## config.mk

```make
export PLATFORM = sky130hd
export DESIGN_NAME = gray_updown_counter
export DESIGN_NICKNAME = d
export VERILOG_FILES = /design/src/rtl/gray_pkg.sv /design/src/rtl/gray_updown_counter.sv
export SDC_FILE = /design/constraint.sdc
export NUM_CORES = 1
export LEC_CHECK = 0
export CAP_MARGIN = 0
export CORE_AREA = 2 2 39 41
export DETAILED_ROUTE_END_ITERATION = 8
export DIE_AREA = 0 0 41 43
export PLACE_DENSITY_LB_ADDON = 0.08
export RECOVER_POWER = 100
export SYNTH_ARGS = -nofsm -noshare
export SYNTH_HDL_FRONTEND = slang
export SYNTH_SLANG_ARGS = --single-unit
```

## constraint.sdc

```tcl
create_clock -name clk -period 2.1 [get_ports clk]
set_input_delay 0.315 -clock clk [delete_from_list [all_inputs] [get_ports clk]]
set_output_delay 0.315 -clock clk [all_outputs]
set_load 0.1 [all_outputs]
```

## src/rtl/gray_pkg.sv

```systemverilog
`default_nettype none
// ============================================================================
// Module   : gray_pkg
// Purpose  : Shared binary/Gray conversion helpers, sized for the widest counter.
// Revision : 1.0 - initial release
// ============================================================================
package gray_pkg;

  localparam int GRAY_CNT_MAX_WIDTH = 32;

  function automatic logic [GRAY_CNT_MAX_WIDTH-1:0] bin2gray(
    input logic [GRAY_CNT_MAX_WIDTH-1:0] b
  );
    return b ^ (b >> 1);
  endfunction

  // Narrower callers zero-extend; the leading zeros leave the low bits exact.
  function automatic logic [GRAY_CNT_MAX_WIDTH-1:0] gray2bin(
    input logic [GRAY_CNT_MAX_WIDTH-1:0] g
  );
    logic [GRAY_CNT_MAX_WIDTH-1:0] b;
    b[GRAY_CNT_MAX_WIDTH-1] = g[GRAY_CNT_MAX_WIDTH-1];
    for (int i = GRAY_CNT_MAX_WIDTH-2; i >= 0; i--) begin
      b[i] = b[i+1] ^ g[i];
    end
    return b;
  endfunction

endpackage
`default_nettype wire

```

## src/rtl/gray_updown_counter.sv

```systemverilog
`default_nettype none
// ============================================================================
// Module   : gray_updown_counter
// Purpose  : Up/down binary counter with registered Gray output, load and wrap
//            pulse. Define GRAY_CNT_SAT_EN to saturate at the terminal count.
// Revision : 1.0 - initial release
// ============================================================================
module gray_updown_counter
  import gray_pkg::*;
#(
  parameter int WIDTH = 4
) (
  input  logic             clk,
  input  logic             rst_n,
  input  logic             en,
  input  logic             up,
  input  logic             load,
  input  logic [WIDTH-1:0] load_bin,
  output logic [WIDTH-1:0] bin,
  output logic [WIDTH-1:0] gray,
  output logic             tc,
  output logic             wrap
);

  localparam logic [WIDTH-1:0] c_max = '1;
  localparam logic [WIDTH-1:0] c_one = {{(WIDTH-1){1'b0}}, 1'b1};

  logic [WIDTH-1:0] r_bin;
  logic [WIDTH-1:0] r_gray;
  logic             r_wrap;
  logic [WIDTH-1:0] w_step;
  logic [WIDTH-1:0] w_bin_next;
  logic [WIDTH-1:0] w_gray_next;
  logic             w_tc;
  logic             w_wrap_next;

  always_comb begin
    w_tc        = up ? (r_bin == c_max) : (r_bin == '0);
    w_step      = up ? (r_bin + c_one) : (r_bin - c_one);
    w_bin_next  = r_bin;
    w_wrap_next = 1'b0;
    if (load) begin
      w_bin_next = load_bin;
    end else if (en) begin
`ifdef GRAY_CNT_SAT_EN
      if (!w_tc) begin
        w_bin_next = w_step;
      end
`else
      w_bin_next  = w_step;
      w_wrap_next = w_tc;
`endif
    end
    // Gray is derived from the next binary so both registers update together.
    w_gray_next = WIDTH'(bin2gray(GRAY_CNT_MAX_WIDTH'(w_bin_next)));
  end

  always_ff @(posedge clk or negedge rst_n) begin
    if (!rst_n) begin
      r_bin  <= '0;
      r_gray <= '0;
      r_wrap <= 1'b0;
    end else begin
      r_bin  <= w_bin_next;
      r_gray <= w_gray_next;
      r_wrap <= w_wrap_next;
    end
  end

  assign bin  = r_bin;
  assign gray = r_gray;
  assign wrap = r_wrap;
  assign tc   = w_tc;

endmodule
`default_nettype wire

```

=== After elaboration in Yosys (flattened, before gate mapping) ===
Index checks and enable logic that the tools add are counted.

* Add/sub/neg operators: 2
* Eq/ne operators: 1
* Muxes and demuxes: 6
* Bitwise logic cells: 1
* Reduce and logical (&&, ||, !) cells: 1

{| class="wikitable"
|+ Operator list
! cell !! count
|-
| $mux W4 || 3
|-
| $add A4 B1 Y4 const B || 1
|-
| $eq A4 B4 Y1 const B || 1
|-
| $logic_not A4 Y1 || 1
|-
| $sub A4 B1 Y4 const B || 1
|-
| $xor A4 B3 Y4 || 1
|-
| $mux W1 || 3
|}

* Register bits after elaboration: 9
* Input bits: 9
* Output and inout port bits: 10
* Word-level logic and storage cells: 14

=== Longest topological paths before layout ===
Gate-level depths: netlist of the first run.

* Word-level depth: 5
* Mapped depth: 6
* Mapped depth without buffers: 6

=== Least setup slack after synthesis of the first run ===
Ideal clock, no wire load.

* Path type: register -> register
* From: register r_bin[0] (netlist: bin[0])
* To: register r_wrap (netlist: wrap)
* Setup time: 0.082 ns
* Arrival: 3.601 ns
* Path slack: -1.583 ns
* Cell stages (with the launch flop): 4
* Buffers on the path: 0
* Cells stage by stage: dfrtp_1 -> nand4_1 -> o21ai_0 -> nor2b_1

* Cells in the longest elaborated chain, start to end: 4

{| class="wikitable"
|+ RTL lines
! element !! RTL line !! text
|-
| from (decl) || gray_updown_counter.sv:28 || <nowiki>logic [WIDTH-1:0] r_bin;</nowiki>
|-
| from (signal assigned) || gray_updown_counter.sv:64 || <nowiki>r_bin <= w_bin_next;</nowiki>
|-
| $eq A4 B4 Y1 / $logic_not A4 Y1 (equally long branches) || gray_updown_counter.sv:38 || <nowiki>w_tc = up ? (r_bin == c_max) : (r_bin == '0);</nowiki>
|-
| $mux W1 * || gray_updown_counter.sv:38 ||
|-
| named net tc || gray_updown_counter.sv:21 || <nowiki>output logic tc,</nowiki>
|-
| $mux W1 * || gray_updown_counter.sv:44 || <nowiki>end else if (en) begin</nowiki>
|-
| $mux W1 * || gray_updown_counter.sv:42 || <nowiki>if (load) begin</nowiki>
|-
| named net w_wrap_next || gray_updown_counter.sv:35 || <nowiki>logic w_wrap_next;</nowiki>
|-
| to (signal assigned) || gray_updown_counter.sv:66 || <nowiki>r_wrap <= w_wrap_next;</nowiki>
|-
| to (decl) || gray_updown_counter.sv:30 || <nowiki>logic r_wrap;</nowiki>
|}

Mark *: on every way through the listed nets, which the timed path passes. The rest lies on a longest branch.

=== Final worst setup path of the first run ===
* From: input up
* To: register r_gray[2] (netlist: gray[2])

* Cells in the longest elaborated chain, start to end: 4

{| class="wikitable"
|+ RTL lines
! element !! RTL line !! text
|-
| from (decl) || gray_updown_counter.sv:16 || <nowiki>input logic up,</nowiki>
|-
| $mux W4 || gray_updown_counter.sv:39 || <nowiki>w_step = up ? (r_bin + c_one) : (r_bin - c_one);</nowiki>
|-
| $mux W4 || gray_updown_counter.sv:44 ||
|-
| $mux W4 || gray_updown_counter.sv:42 ||
|-
| named net w_bin_next[3] || gray_updown_counter.sv:32 || <nowiki>logic [WIDTH-1:0] w_bin_next;</nowiki>
|-
| $xor A4 B3 Y4 || gray_pkg.sv:14 || <nowiki>return b ^ (b >> 1);</nowiki>
|-
| named net w_gray_next[2] || gray_updown_counter.sv:33 || <nowiki>logic [WIDTH-1:0] w_gray_next;</nowiki>
|-
| to (signal assigned) || gray_updown_counter.sv:65 || <nowiki>r_gray <= w_gray_next;</nowiki>
|-
| to (decl) || gray_updown_counter.sv:29 || <nowiki>logic [WIDTH-1:0] r_gray;</nowiki>
|}

The timed path passes the listed nets, and every way through them passes these cells.

==> run summary, run 1 <==
status = finished clean
clk buf depth = 2
Initial Util = 32.9%
Final Slew Violations = 0
Yosys cell types = 23
Syn Area/Cell = 10.8 sq um
die height = 43 um
# hold bufs at CTS = 0
VDD IR-drop max = 0.382 mV
CTS clk-pin slew, worst paths = 0.05 ns
total CTS buffers = 3
die area = 0.00176 sq mm
GPL Wtd Cong = 0.721
YS warnings = 0
clk_lat worst skew = 0.24 ns
largest net degree at the start of global routing = 9
CP Capture Type = register
synthesis-to-layout area growth = 46.7%
CP top delay family = buffers and inverters
post-route setup slack = 0.159 ns
CP Max Fanout = 4
Slew @ Worst Pin = 1.16 ns
area of the core = 0.00138 sq mm
Root Driver = clkbuf_4
DRT Pass-1 Iters = 1
Cells after Synth = 42
Final min period = 1.94 ns
H-tree levels = 1
most frequent cells in the layout = clkbuf_1, clkdlybuf4s50_1, clkbuf_2, buf_4
Layout Utilization = 48.3%
vias after detailed routing = 390
post_cts resized = 0
IO buf count = 18
initial antenna violation count = 0
gr usage total = 12.1%
critical path cell sequence = clkdlybuf4s50_1, inv_1, ha_1, a21oi_1, a211oi_1, or3_4, xor2_1
Worst path slowest cell = clkdlybuf4s50_1
dpl ws = -0.0989 ns
Die X = 41 um
Post-CTS Setup Inserts = 0
layout cells sized above 1 = 29.4%
WP buf/inv = 2
Slowest Stage Delay on Critical Path = 0.47 ns
first-pass GRT wire length = 1.48 mm
RSZ-0062 raised after global routing = false
DP Wirelength = 783 um
I/O pin count = 19
drt initial violations = 0
Final Skew = 0.00589 ns
Pleak = 0.299 nW
Syn Nets = 54
Avg Vias per Cell = 4.64
register bit total from synthesis = 8
Slew headroom = 22.8%
ANT cells = 0
synthesized cell area = 455 sq um
FP Rows = 14
fmax = 515 MHz
Seq/Total Area, Yosys = 44.0%
crit path launch type = input port
CTS tree = yes
Required @ worst endpoint = 2.23 ns
DR DRC count = 0
CTS Sinks = 8
period utilization = 92.4%
final WL = 889 um
Arr. time, crit path = 2.07 ns
WS Path Type = in -> reg
Nets = 81
# setup viols final = 0
routed len/inst = 10.6 um
Detail Route Antenna Nets = 0
GRT overflow = 0
Final Hold Viols = 0
Max-Cap Viols = 0
Pwr Density = 1130 mW/mm^2
Hold Path Class = in -> async
vias in the first global route = 350
[cell families after synthesis]
kind of cell / share of synthesized area [%]
adder cells (fa/ha/maj): 9.89
AND/OR/NAND/NOR: 15.4
AO/OA/AOI/OAI: 9.07
buffers and inverters: 5.77
flip-flops: 44.0
XOR/XNOR: 11.5
multiplexers: 4.40
[cells in the mapped netlist, drive strengths merged]
library cell / number / area share [%]
nor2: 2 / 1.6
mux2i: 2 / 4.4
a21oi: 2 / 2.2
or3: 1 / 2.5
a22o: 1 / 1.9
ha: 2 / 5.5
xor2: 2 / 3.8
nand2: 3 / 2.5
buf: 2 / 4.1
dfrtp: 8 / 44
inv: 2 / 1.6
nor4: 1 / 1.4
xnor2: 4 / 7.7
a211oi: 1 / 1.6
fa: 1 / 4.4
o21ai: 3 / 3.3
nand3: 1 / 1.1
and4b: 1 / 2.2
nand2b: 1 / 1.4
nor2b: 1 / 1.4
nand4: 1 / 1.4
[registers in the layout, indices dropped and copies added (netlist names)]
register / cells
bin: 4
wrap: 1
gray: 3
[area by class of cell]
type	instances	area, sq um
inverter	2	7.51
sequential	8	205
timing repair buffer	24	169
tap	16	20.0
multi-input combinational	30	240
clock buffer	4	26.3
fill	138	716
[routing by layer]
metal  vias to the layer above  track usage (%)  share of wire [%]
li1                        197                -                  -
met1                       180             15.8                 43
met2                        13             18.8                 49
met3                         0             1.57                7.9
met4                         0             6.00                  0
met5                         -                0                  0
[power by group]
part           switching [mW]  internal (mW)  total, mW
Combinational           0.334         0.0866      0.421
Sequential             0.0273          0.187      0.214
Clock                  0.0464         0.0723      0.119
[metrics by stage]
stage               cell area [sq um]  hold slack, ns  TNS, ns  instances  total power, mW
detailed placement                686           0.610  -0.0989         80            0.679
finish                            668           0.409        0         84            0.754
CTS                               712           0.348        0         84            0.799
global placement                  686           0.602  -0.0911         80            0.673
floorplan                         472          0.0194        0         42            0.562
global route                      668           0.431        0         84            0.797
[path summary, 6_finish.rpt]
path / from / endpoint / slack, ns / cells past startpoint
worst min-delay path: rst_n / gray[1] / 0.41 / 1
max in group asynchronous: rst_n / bin[2] / 1.41 / 1
worst max-delay path: up / gray[2] / 0.16 / 7
min in group clk: load_bin[0] / bin[0] / 0.70 / 3
worst min register to register: bin[3] / bin[3] / 0.72 / 2
worst max register to register: bin[2] / gray[2] / 0.40 / 5
Power figures use the tool's default switching activity.
==> run 2: changes to the inputs <==
--- a/config.mk
+++ b/config.mk
@@ -9,6 +9,7 @@
 export CORE_AREA = 2 2 39 41
 export DETAILED_ROUTE_END_ITERATION = 8
 export DIE_AREA = 0 0 41 43
+export GPL_TIMING_DRIVEN = 1
 export PLACE_DENSITY_LB_ADDON = 0.08
 export RECOVER_POWER = 100
 export SYNTH_ARGS = -nofsm -noshare
==> results of run 2 <==
Final layout, timing and power as in run 1 (identical DEF).
==> run 3: changes to the inputs <==
--- a/config.mk
+++ b/config.mk
@@ -5,6 +5,7 @@
 export SDC_FILE = /design/constraint.sdc
 export NUM_CORES = 1
 export LEC_CHECK = 0
+export ABC_AREA = 1
 export CAP_MARGIN = 0
 export CORE_AREA = 2 2 39 41
 export DETAILED_ROUTE_END_ITERATION = 8
==> run 3 against run 2 <==
  * Fmax grew 3.3%
  * Synthesized area grew 5.8%
  * Via count grew 8.2%
  * Sequential power shrank 7%
  * Critical path depth grew 1
  * Cell count grew 15%
  * Non-clock buffer count shrank 6
  * Global-route usage grew 1.6 points
  * Clock-buffer cell count shrank 1
  * First-iteration DRC count grew 4
  * Utilization shrank 1.1 points
  * Largest power group unchanged
==> run summary, run 3 <==
Avg Vias per Cell = 4.35 (-6.3%)
# hold bufs at CTS = 0 (unchanged)
CP Max Fanout = 5 (+1)
max reg flops = 4 (unchanged)
area of the core = 0.00138 sq mm (unchanged)
Hold Path Class = in -> async
YS warnings = 0 (unchanged)
GRT overflow = 0 (unchanged)
top cells by area, synth = dfrtp_1, nand2_1, inv_1
first-pass GRT wire length = 1.60 mm (+8.4%)
Detail Route Antenna Nets = 0 (unchanged)
WS Path Type = in -> reg
Final Slew Violations = 0 (unchanged)
Comb power frac = 51.8% (-4.0 points)
die area = 0.00176 sq mm (unchanged)
IO buf count = 18 (unchanged)
Max-Cap Viols = 0 (unchanged)
H-tree levels = 1 (unchanged)
setup slack, reg-to-reg = 0.45 ns (+0.05 ns)
Clk pwr share = 17.6% (+1.9 points)
DP Wirelength = 734 um (-6.2%)
DR DRC count = 0 (unchanged)
period utilization = 89.5% (-2.9 points)
top_reg_cell synth = dfrtp_1
DRT Pass-1 Iters = 3 (+2)
Arr. time, crit path = 1.99 ns (-0.08 ns)
I/O pin count = 19 (unchanged)
fillcell total = 155 (+12%)
Post-synth top cells = nand2_1, dfrtp_1, inv_1, nand3_1, a21oi_1
drt initial violations = 4 (+4)
Required @ worst endpoint = 2.21 ns (-0.02 ns)
leading cell type in the layout, fill and taps excluded = nand2_1
Sw Share = 52.4% (-1.7 points)
status = finished clean
area of placed instances = 678 sq um (-1.1%)
die height = 43 um (unchanged)
fmax = 532 MHz (+3.3%)
post_cts resized = 0 (unchanged)
Nets = 95 (+17%)
Seq/Total Area, Yosys = 41.6% (-2.4 points)
CTS tree = yes
setup TNS = 0 ns (unchanged)
top cell type's share of synthesized area = 41.6% (-2.4 points)
RSZ-0062 raised after global routing = false
FF-to-FF End = gray[1]
initial antenna violation count = 0 (unchanged)
dominant cell by count in the synthesized netlist = nand2_1
final WL = 895 um (+0.67%)
clk buf depth = 2 (unchanged)
clk_lat worst skew = 0.25 ns (about the same)
Psw = 339 uW (-17%)
Final Skew = 0.00614 ns (+0.000243 ns)
routed len/inst = 9.23 um (-13%)
gr usage total = 13.7% (+1.6 points)
most frequent cells in the layout = nand2_1, inv_1, clkdlybuf4s50_1
Yosys cell types = 19 (-17%)
internal power = 308 uW (-11%)
largest area contributor in the netlist = dfrtp_1
reg2reg start = bin[0]
register bit total from synthesis = 8 (unchanged)
crit path launch type = input port
Initial Util = 34.8% (+1.9 points)
reg2reg path depth = 6 (+1)
Pwr Density = 990 mW/mm^2 (-12%)
asr flop ratio synth = 100% (unchanged)
vias after detailed routing = 422 (+8.2%)
VDD IR-drop max = 0.458 mV (+20%)
Slew headroom = 22.9% (+0.063 points)
synthesis-to-layout area growth = 35.6%
largest net degree at the start of global routing = 9 (unchanged)
layout cells sized above 1 = 21.0% (-8.4 points)
synthesized cell area = 482 sq um (+5.8%)
Reg power frac = 30.6% (+2.2 points)
Syn Nets = 73 (+35%)
Final Hold Viols = 0 (unchanged)
ANT cells = 0 (unchanged)
Post-CTS Setup Inserts = 0 (unchanged)
Finished Cell Area = 653 sq um (-2.2%)
vias in the first global route = 380 (+8.6%)
Die X = 41 um (unchanged)
Slew @ Worst Pin = 1.16 ns (-0.000952 ns)
Cells after Synth = 61 (+45%)
CP Capture Type = register
register area = 204 sq um (-0.61%)
Multi-input gate area = 244 sq um (+1.6%)
# setup viols final = 0 (unchanged)
CTS clk-pin slew, worst paths = 0.05 ns (about the same)
CP startpoint = up
total CTS buffers = 3 (unchanged)
GPL Wtd Cong = 0.695 (-3.6%)
Post-synth EDFFs = 0 (unchanged)
WHS = 0.403 ns (-0.00575 ns)
FP Rows = 14 (unchanged)
Syn Area/Cell = 7.90 sq um (-27%)
Final min period = 1.88 ns (-0.0619 ns)
CTS Sinks = 8 (unchanged)
Pleak = 0.333 nW (+12%)
Root Driver = clkbuf_4
[run 3: cell type report]
type	count	share of cell area, %
Sequential cell	8	31.2
Inverter	10	5.75
Multi-Input combinational cell	42	37.4
Tap cell	16	3.07
Clock buffer	3	3.45
Timing Repair Buffer	18	19.2
[run 3: routing by layer]
metal | global-route usage [%] | up-vias | wire (um)
met4 | 2.00 | 0 | 0
met3 | 9.42 | 0 | 99
met2 | 20.3 | 15 | 426
li1 | - | 233 | -
met1 | 16.3 | 174 | 370
met5 | 0 | - | 0
[run 3: cell families (layout without fill, tap and decap cells)]
family | after synthesis | count (layout) | synth area share (%)
and+or+nand+nor | 28 | 28 | 24.4
AOI/OAI and AO/OA | 8 | 8 | 9.87
buffers and inverters | 11 | 31 | 9.35
adders and majority gates | 3 | 3 | 9.35
xor gates and xnor gates | 3 | 3 | 5.46
DFF | 8 | 8 | 41.6
[run 3: power groups by stage]
stage / clock, mW / sequential [mW] / combinational [mW]
2_1_floorplan: 0 / 0.374 / 0.111
3_3_place_gp: 0 / 0.202 / 0.367
3_5_place_dp: 0 / 0.202 / 0.366
4_1_cts: 0.119 / 0.200 / 0.367
5_1_grt: 0.132 / 0.202 / 0.361
6_report: 0.114 / 0.198 / 0.335
[run 3: worst max path at each step]
stage / to / slack, ns / cells past startpoint
final: gray[1] / 0.22 / 8
after CTS: gray[1] / 0.31 / 8
after global routing: tc / 0.12 / 4
after detailed placement: gray[1] / 0.06 / 8
after global placement: gray[1] / 0.05 / 8
after floorplan: tc / 0.27 / 2
[run 3: critical path, cell delays in order]
cell,delay (ns)
clkdlybuf4s50_1,0.47
inv_1,0.10
fa_1,0.44
a21oi_1,0.13
o21ai_0,0.10
nand2_1,0.06
o21ai_0,0.17
xor2_1,0.19
[run 3: per-stage QoR]
step | setup slack (ns) | cells | total power [mW] | utilization (%)
after floorplan | 0.272 | 61 | 0.484 | -
after global placement | 0.0493 | 94 | 0.569 | 49.0
after detailed placement | 0.0562 | 94 | 0.568 | 49.0
after CTS | 0.310 | 97 | 0.685 | 50.6
after global routing | 0.120 | 97 | 0.695 | 47.2
final | 0.221 | 97 | 0.647 | 47.2
